### src/rtl/clk_meas_pkg.sv
// clk_meas_pkg
// Shared definitions for the clock period meter: the measurement FSM state
// type and the default counter width.
package clk_meas_pkg;

    localparam int DEFAULT_WIDTH = 24;

    typedef enum logic [1:0] {
        IDLE = 2'd0,   // waiting for the first rising edge of sig_in
        MEAS = 2'd1,   // counting period and high time
        SAT  = 2'd2    // period counter saturated, timeout asserted
    } meas_state_t;

endpackage

### src/rtl/sync_edge_det.sv
// sync_edge_det
// Two-flop synchronizer for an asynchronous input followed by a registered
// rise/fall edge detector. rise/fall are one-cycle pulses that line up with
// the cycle in which the synchronized level has just changed.
//
// Ports:
//   clk     system clock (rising edge)
//   rst     asynchronous active-high reset
//   sig_in  asynchronous input
//   rise    one-cycle pulse, synchronized sig_in went 0->1
//   fall    one-cycle pulse, synchronized sig_in went 1->0
module sync_edge_det (
    input  logic clk,
    input  logic rst,
    input  logic sig_in,
    output logic rise,
    output logic fall
);

    logic sync_1;
    logic sync_2;
    logic sync_prev;

    always_ff @(posedge clk or posedge rst) begin
        if (rst) begin
            sync_1    <= 1'b0;
            sync_2    <= 1'b0;
            sync_prev <= 1'b0;
            rise      <= 1'b0;
            fall      <= 1'b0;
        end else begin
            sync_1    <= sig_in;
            sync_2    <= sync_1;
            sync_prev <= sync_2;
            rise      <= sync_2 & ~sync_prev;
            fall      <= ~sync_2 & sync_prev;
        end
    end

endmodule

### src/rtl/clk_period_meter.sv
// clk_period_meter
// Measures the period and high time of a slow, asynchronous clock (sig_in)
// in units of clk cycles. Each rising edge of sig_in after the first
// publishes the counts of the previous period and pulses meas_valid.
// If no rising edge arrives within 2**WIDTH-1 cycles the counters stop and
// timeout is raised until the next rising edge.
//
// Optional feature (macro CLK_PERIOD_METER_CHECK_EN): every published period
// is compared against EXPECT_N +/- TOL; a miss sets the sticky mismatch flag.
// With the macro undefined, mismatch is tied low.
//
// Parameters:
//   WIDTH     counter / output width
//   EXPECT_N  expected period in clk cycles (check feature only)
//   TOL       allowed absolute deviation from EXPECT_N (check feature only)
//
// Ports:
//   clk         system clock (rising edge)
//   rst         asynchronous active-high reset
//   sig_in      clock under measurement, asynchronous to clk
//   period_out  clk cycles between the last two rising edges of sig_in
//   high_out    clk cycles sig_in was high within that period
//   meas_valid  one-cycle pulse when period_out/high_out update
//   timeout     level, no rising edge within 2**WIDTH-1 cycles
//   mismatch    sticky, a published period was out of range
module clk_period_meter
    import clk_meas_pkg::*;
#(
    parameter int          WIDTH    = DEFAULT_WIDTH,
    parameter int unsigned EXPECT_N = 24'd11_999_999,
    parameter int unsigned TOL      = 0
) (
    input  logic             clk,
    input  logic             rst,
    input  logic             sig_in,
    output logic [WIDTH-1:0] period_out,
    output logic [WIDTH-1:0] high_out,
    output logic             meas_valid,
    output logic             timeout,
    output logic             mismatch
);

    localparam logic [WIDTH-1:0] CNT_MAX = '1;

    logic rise;
    logic fall;

    sync_edge_det u_sync_edge_det (
        .clk    (clk),
        .rst    (rst),
        .sig_in (sig_in),
        .rise   (rise),
        .fall   (fall)
    );

    // Synchronized level rebuilt from the edge pulses, aligned with them.
    logic level_q;
    logic level_now;
    assign level_now = rise ? 1'b1 : (fall ? 1'b0 : level_q);

    meas_state_t      state;
    logic [WIDTH-1:0] period_cnt;
    logic [WIDTH-1:0] high_cnt;

`ifdef CLK_PERIOD_METER_CHECK_EN
    localparam logic [63:0] CHK_LO = (EXPECT_N > TOL) ? 64'(EXPECT_N - TOL) : 64'd0;
    localparam logic [63:0] CHK_HI = 64'(EXPECT_N) + 64'(TOL);

    logic out_of_range;
    logic mismatch_q;
    assign out_of_range = (64'(period_cnt) < CHK_LO) || (64'(period_cnt) > CHK_HI);
    assign mismatch     = mismatch_q;
`else
    assign mismatch = 1'b0;
`endif

    // The cycle of a rise is counted as the first cycle of the new period,
    // so period_cnt holds the true elapsed count and is published as-is.
    always_ff @(posedge clk or posedge rst) begin
        if (rst) begin
            state      <= IDLE;
            period_cnt <= '0;
            high_cnt   <= '0;
            period_out <= '0;
            high_out   <= '0;
            meas_valid <= 1'b0;
            timeout    <= 1'b0;
            level_q    <= 1'b0;
`ifdef CLK_PERIOD_METER_CHECK_EN
            mismatch_q <= 1'b0;
`endif
        end else begin
            meas_valid <= 1'b0;
            level_q    <= level_now;
            case (state)
                IDLE: begin
                    if (rise) begin
                        state      <= MEAS;
                        period_cnt <= WIDTH'(1);
                        high_cnt   <= WIDTH'(1);
                    end
                end
                MEAS: begin
                    if (rise) begin
                        // A rise on the saturating cycle is a restart, not a result.
                        if (period_cnt != CNT_MAX) begin
                            period_out <= period_cnt;
                            high_out   <= high_cnt;
                            meas_valid <= 1'b1;
`ifdef CLK_PERIOD_METER_CHECK_EN
                            if (out_of_range) begin
                                mismatch_q <= 1'b1;
                            end
`endif
                        end
                        period_cnt <= WIDTH'(1);
                        high_cnt   <= WIDTH'(1);
                    end else if (period_cnt == CNT_MAX) begin
                        state   <= SAT;
                        timeout <= 1'b1;
                    end else begin
                        period_cnt <= period_cnt + WIDTH'(1);
                        high_cnt   <= high_cnt + WIDTH'(level_now);
                    end
                end
                SAT: begin
                    if (rise) begin
                        state      <= MEAS;
                        timeout    <= 1'b0;
                        period_cnt <= WIDTH'(1);
                        high_cnt   <= WIDTH'(1);
                    end
                end
                default: begin
                    state <= IDLE;
                end
            endcase
        end
    end

endmodule
### config.mk
export PLATFORM = sky130hd
export DESIGN_NAME = clk_period_meter
export DESIGN_NICKNAME = d
export VERILOG_FILES = /design/src/rtl/clk_meas_pkg.sv /design/src/rtl/sync_edge_det.sv /design/src/rtl/clk_period_meter.sv
export SDC_FILE = /design/constraint.sdc
export NUM_CORES = 1
export LEC_CHECK = 0
export BUFFER_PORTS_ARGS = -buffer_cell sky130_fd_sc_hd__buf_2
export CORE_ASPECT_RATIO = 1.4
export CORE_UTILIZATION = 60
export CTS_CLUSTER_DIAMETER = 40
export DETAILED_ROUTE_END_ITERATION = 16
export HOLD_SLACK_MARGIN = 0.06
export PLACE_DENSITY = 0.83
export SETUP_SLACK_MARGIN = 0.4
export SLEW_MARGIN = 30
export SYNTH_ARGS = -nofsm -noshare
export SYNTH_HDL_FRONTEND = slang
export SYNTH_SLANG_ARGS = --single-unit
### constraint.sdc
create_clock -name clk -period 6.8 [get_ports clk]
set_clock_uncertainty 0.2 [all_clocks]
set_input_delay 0.34 -clock clk [delete_from_list [all_inputs] [get_ports clk]]
set_output_delay 0.34 -clock clk [all_outputs]
set_load 0.03 [all_outputs]
# --- After elaboration in Yosys (flattened, before gate mapping) ---
# Cells that the tools add are included.
word_totals:
  regBits: 106
  in_bits: 3
  output_inout_bits: 51
  word_cells: 56
op_classes:
  addsub: 2
  eq_ne: 9
  muxes: 20
  n_bitwise: 4
  n_reduce_logical: 8
ops:
  columns: ["operator", "count"]
  rows:
  - ["2-to-1 mux 24 bit", 5]
  - ["case mux 24 bit (2 select lines)", 2]
  - ["adder 24 x 1 -> 24 bit", 1]
  - ["adder 24 x 1 -> 24 bit (second input constant)", 1]
  - ["== test 24 bit (second input constant)", 1]
  - ["!= test 24 bit (second input constant)", 1]
  - ["AND reduction 3 bit", 3]
  - ["2-to-1 mux 1 bit", 8]
  - ["2-to-1 mux 2 bit", 3]
  - ["!= test 2 x 1 -> 1 bit (second input constant)", 2]
  - ["!= test 2 bit (second input constant)", 2]
  - ["case mux 2 bit (2 select lines)", 1]
  - ["AND reduction 4 bit", 1]
  - ["nonzero test 2 bit", 2]
  - ["!= test 3 x 2 -> 1 bit (second input constant)", 1]
  - ["AND 1 bit", 2]
  - ["== test 2 x 1 -> 1 bit (second input constant)", 1]
  - ["== test 2 bit (second input constant)", 1]
  - ["logical NOT 2 bit", 1]
  - ["inverter 1 bit", 2]
  - ["case mux 1 bit (2 select lines)", 1]
  - ["OR reduction 2 bit", 1]

# --- Longest topological paths before layout ---
logic_depth:
  ltp_word: 6
  depth_mapped: 9
  depth_no_buf: 9

# --- By module ---
# A second synthesis with hierarchy kept.
hier_totals:
  cells_unflattened: 448
  area_unflattened_um2: 4874.7
by_module_without_submodules:
  columns: ["mod", "n_inst", "cells_per_inst", "area_per_inst_um2", "seq_area_each_um2"]
  rows:
  - ["clk_period_meter", 1, 440, 4730.8, 2527.4]
  - ["sync_edge_det", 1, 8, 143.9, 125.1]

# --- Worst setup path after synthesis ---
# No wires, ideal clock.
synth_timing:
  path_type: "register to register"
  startpoint: "reg u_sync_edge_det.rise"
  endpoint: "reg high_cnt[20]"
  setup_ps: 78
  arrival_time_ps: 2288
  required_ps: 6522
  slack_ps: 4234
  path_stages_with_launch: 10
  n_path_buf: 0
  synth_period_minus_slack_ps: 2566
  cell_sequence: "dfrtp_1 -> inv_1 -> o21ai_0 -> ha_1 -> ha_1 -> and3_1 -> nand3_1 -> or4_1 -> or4_1 -> a21oi_1"
synth_between:
  elab_chain_cells: 5
  elab_cells_between_ends: 8
  classes_between: "add/sub: 1; eq/ne: 2; mux: 4; reduce/logical: 1"
synth_rtl:
  columns: ["element", "line", "source"]
  rows:
  - ["from (decl)", "sync_edge_det.sv:16", "output logic rise,"]
  - ["from (signal assigned)", "sync_edge_det.sv:35", "rise <= sync_2 & ~sync_prev;"]
  - ["2-to-1 mux 1 bit", "clk_period_meter.sv:59", "assign level_now = rise ? 1'b1 : (fall ? 1'b0 : level_q);"]
  - ["via level_now", "clk_period_meter.sv:58", "logic level_now;"]
  - ["adder 24 x 1 -> 24 bit", "clk_period_meter.sv:123", "high_cnt <= high_cnt + WIDTH'(level_now);"]
  - ["2-to-1 mux 24 bit", "clk_period_meter.sv:118", "end else if (period_cnt == CNT_MAX) begin"]
  - ["2-to-1 mux 24 bit", "clk_period_meter.sv:104", "if (rise) begin"]
  - ["case mux 24 bit (2 select lines)", "clk_period_meter.sv:95", "case (state)"]
  - ["to (signal assigned)", "clk_period_meter.sv:123", null]
  - ["to (decl)", "clk_period_meter.sv:63", "logic [WIDTH-1:0] high_cnt;"]
# The timed path passes the listed nets, and every way through them passes these cells. The select of a mux whose other input is x is not followed.
# A chain may end at the register's enable or synchronous reset.

# --- Worst setup path in the final report ---
layout_timing:
  startpoint: "reg u_sync_edge_det.rise"
  endpoint: "reg high_cnt[16]"
# The elaborated chain is that of the path after synthesis.

==> results.json <==
{
  "drive_gt1_share_pct": 27.2,
  "async_flop_share_pct": 100,
  "critPathCaptureType": "flip-flop",
  "port_buffers": 52,
  "met3_usage_pct": 5.32,
  "rrSetupSlack_ns": 3.84,
  "ctsResizeCount": 0,
  "fin_util_pct": 68.9,
  "synth_area_mm2": 0.00482,
  "pin_count": 54,
  "start_util_pct": 62.1,
  "synth-seq-cells": 106,
  "r2r_end": "high_cnt[16]",
  "holdBufCountCts": 2,
  "synth.distinct_cells": 48,
  "core_mm2": 0.00775,
  "synth-edff-count": 0,
  "rsz0062_at_grt": "false",
  "post_cts_buffers": 0,
  "grt_usage_pct": 25.5,
  "path_cells": "inv_1, o21ai_0, ha_1, ha_1, and3_1, nand3_1, a311o_1, or3_1, a21oi_1",
  "min_from": "u_sync_edge_det.sync_1",
  "cts.clk_slew.worst_paths_ns": 0.09,
  "dp_hpwl_mm": 6.56,
  "cp_slowest_stage_delay_ns": 0.51,
  "grt_first_pass_wirelength_mm": 16.5,
  "fin_nets": 476,
  "cp_common_cell": "ha_1",
  "antenna_cells": 0,
  "min_path_type": "reg -> reg",
  "fmax_ghz": 0.338,
  "arrival_ns": 3.06,
  "cts.sinks": 106,
  "finalMaxSlewViolations": 0,
  "timing.rr.start": "u_sync_edge_det.rise",
  "die_y_um": 108,
  "holdWs_ns": 0.176,
  "syn2layout_area_growth_pct": 10.9,
  "cts_max_level": 3,
  "rows": 38,
  "die-area_mm2": 0.00839,
  "yosys_warnings": 0,
  "drc": 0,
  "top_usage_layer": "met2",
  "fin_crit_sh_pct": 43.5,
  "synth_area_leaders": "dfrtp_1 (55%), mux2_2 (10%), a21oi_1 (2.9%)",
  "dr.pass1.iters": 4,
  "clock-root-buffer": "clkbuf_8",
  "power_density_mw_per_mm2": 234,
  "cts_tree": "built",
  "globalRouteOverflowTotal": 0,
  "max_cap_viol_count": 0,
  "wirelength_mm": 9.76,
  "r2r_cells": 9,
  "cp_slowest_cell": "a311o_1",
  "syn_nets": 429,
  "avgViaCountPerCell": 6.16,
  "drt_iter0_drc": 270,
  "synth-seq-area-share_pct": 55.1,
  "tightest_slew_ns": 0.725,
  "vias": 3536,
  "syn_area_per_cell_um2": 11.4,
  "grt_pass1_vias": 3508,
  "postLayoutSetupSlackWorst_ns": 3.84,
  "required_ns": 6.90,
  "fin_tns_setup_ns": 0,
  "yosysTopAreaCell": "dfrtp_1",
  "place_congestion": 0.863,
  "pre_cts_slack_ns": 3.79,
  "syn_inst": 423,
  "clk_latency_ns": 0.38,
  "grt_start_max_net_pins": 78,
  "wl_per_cell_um": 17.0,
  "min_delay_worst_endpoint": "u_sync_edge_det.sync_2",
  "synth.top_cell.area_share_pct": 55.1,
  "crit_type": "reg -> reg",
  "grt_use_met2_pct": 43.0,
  "drtAntennaViolNets": 0,
  "antenna_found_initial": 0,
  "hold_viol_final": 0,
  "start_kind": "flip-flop",
  "leakagePower_nw": 2.53,
  "crit_fanout": 10,
  "cts_buffer_depth": 2,
  "synth_ff_type": "dfrtp_1",
  "die_w_um": 77.7,
  "cts_buffers": 9,
  "max-slew-margin-rel_pct": 51.3,
  "ir_drop_uv": 226,
  "use_met1_pct": 31.5,
  "min_path_cells": 0,
  "setup_violations": 0,
  "period_minus_slack_ns": 2.96,
  "status": "completed"
}
[stage by stage]
step           total power [mW]  instance area (µm²)  cells
6_report                   1.25                 5340    574
2_1_floorplan             0.850                 4820    423
5_1_grt                    1.31                 5340    574
4_1_cts                    1.26                 5310    573
3_5_place_dp              0.903                 5110    556
3_3_place_gp              0.895                 5110    556
[layout by cell type (no fill, tap or decap), types with 5 or more instances in the layout]
| cell type | Yosys | final |
|---|---|---|
| a21oi_1 | 28 | 27 |
| and2_1 | 5 | 5 |
| and3_1 | 6 | 6 |
| buf_2 | 10 | 52 |
| clkbuf_8 | 0 | 11 |
| dfrtp_1 | 106 | 106 |
| inv_1 | 7 | 6 |
| mux2_2 | 44 | 44 |
| nand2_1 | 31 | 31 |
| nand3_1 | 18 | 18 |
| nand4_1 | 13 | 13 |
| nor2_1 | 20 | 20 |
| o21ai_0 | 15 | 15 |
| o31ai_1 | 11 | 10 |
| or3_1 | 14 | 14 |
| or4_1 | 14 | 14 |
| xnor2_1 | 11 | 11 |
[layout make-up]
class | instances | area (µm²)
inverter | 8 | 32.5
tap | 100 | 125
multi-input combinational | 285 | 2000
clock buffer | 12 | 155
clock inverter | 3 | 25.0
fill | 596 | 2410
timing repair buffer | 60 | 349
sequential | 106 | 2650
[sequential cells by signal, summed over array words and instances, names as in the netlist]
register                   flops
u_sync_edge_det.fall           1
meas_valid                     1
u_sync_edge_det.sync_1         1
high_cnt                      24
level_q                        1
period_cnt                    24
high_out                      24
u_sync_edge_det.rise           1
u_sync_edge_det.sync_2         1
state                          2
timeout                        1
u_sync_edge_det.sync_prev      1
period_out                    24
[metal layers]
metal | part of all wire, % | routed length [µm]
met2 | 52 | 5040
met5 | 0 | 0
met3 | 3.6 | 356
met4 | 2.9 | 285
met1 | 42 | 4080
[how the worst max path moves through the flow]
stage / from / to / cells after the start
2_1_floorplan: rst / high_cnt[0] / 1
3_3_place_gp: period_cnt[9] / high_out[21] / 5
3_5_place_dp: period_cnt[9] / high_out[2] / 5
4_1_cts: period_cnt[11] / high_out[2] / 5
5_1_grt: u_sync_edge_det.rise / high_cnt[20] / 9
6_report: u_sync_edge_det.rise / high_cnt[16] / 9
[synth_stat cells, types with 5 or more instances]
| master | instances |
|---|---|
| buf_6 | 5 |
| buf_2 | 10 |
| and3_1 | 6 |
| and2_1 | 5 |
| nor2_1 | 20 |
| nand2_1 | 31 |
| mux2_2 | 44 |
| or4_1 | 14 |
| clkbuf_1 | 5 |
| o21ai_0 | 15 |
| a21oi_1 | 28 |
| nand4_1 | 13 |
| inv_1 | 7 |
| dfrtp_1 | 106 |
| o31ai_1 | 11 |
| nand3_1 | 18 |
| xnor2_1 | 11 |
| or3_1 | 14 |
[worst max-delay path: cells and delay by family, from the launching register on]
family | cells | cell delay, ns
and+or+nand+nor | 3 | 0.82
DFF | 1 | 0.47
buffers and inverters | 1 | 0.12
AOI/OAI and AO/OA | 3 | 0.83
adders and majority gates | 2 | 0.44
[power by group]
group	switching (mW)	internal, mW	total [mW]
combinational	0.113	0.0671	0.180
sequential	0.0392	0.673	0.712
clock	0.206	0.153	0.359
total	0.358	0.893	1.25
[cells by family (layout without fill, tap and decap cells)]
family,count (synthesis),count (layout),share of synthesized area (%)
flip-flops,106,106,55.1
XOR/XNOR,11,11,2.00
AND/OR/NAND/NOR,144,144,16.5
adder cells (fa/ha/maj),3,3,0.780
buffers and inverters,32,83,3.69
AO/OA/AOI/OAI,76,76,10.2
multiplexers,50,50,11.6
other,1,1,0.0779
(Power assumes the default switching activity.)
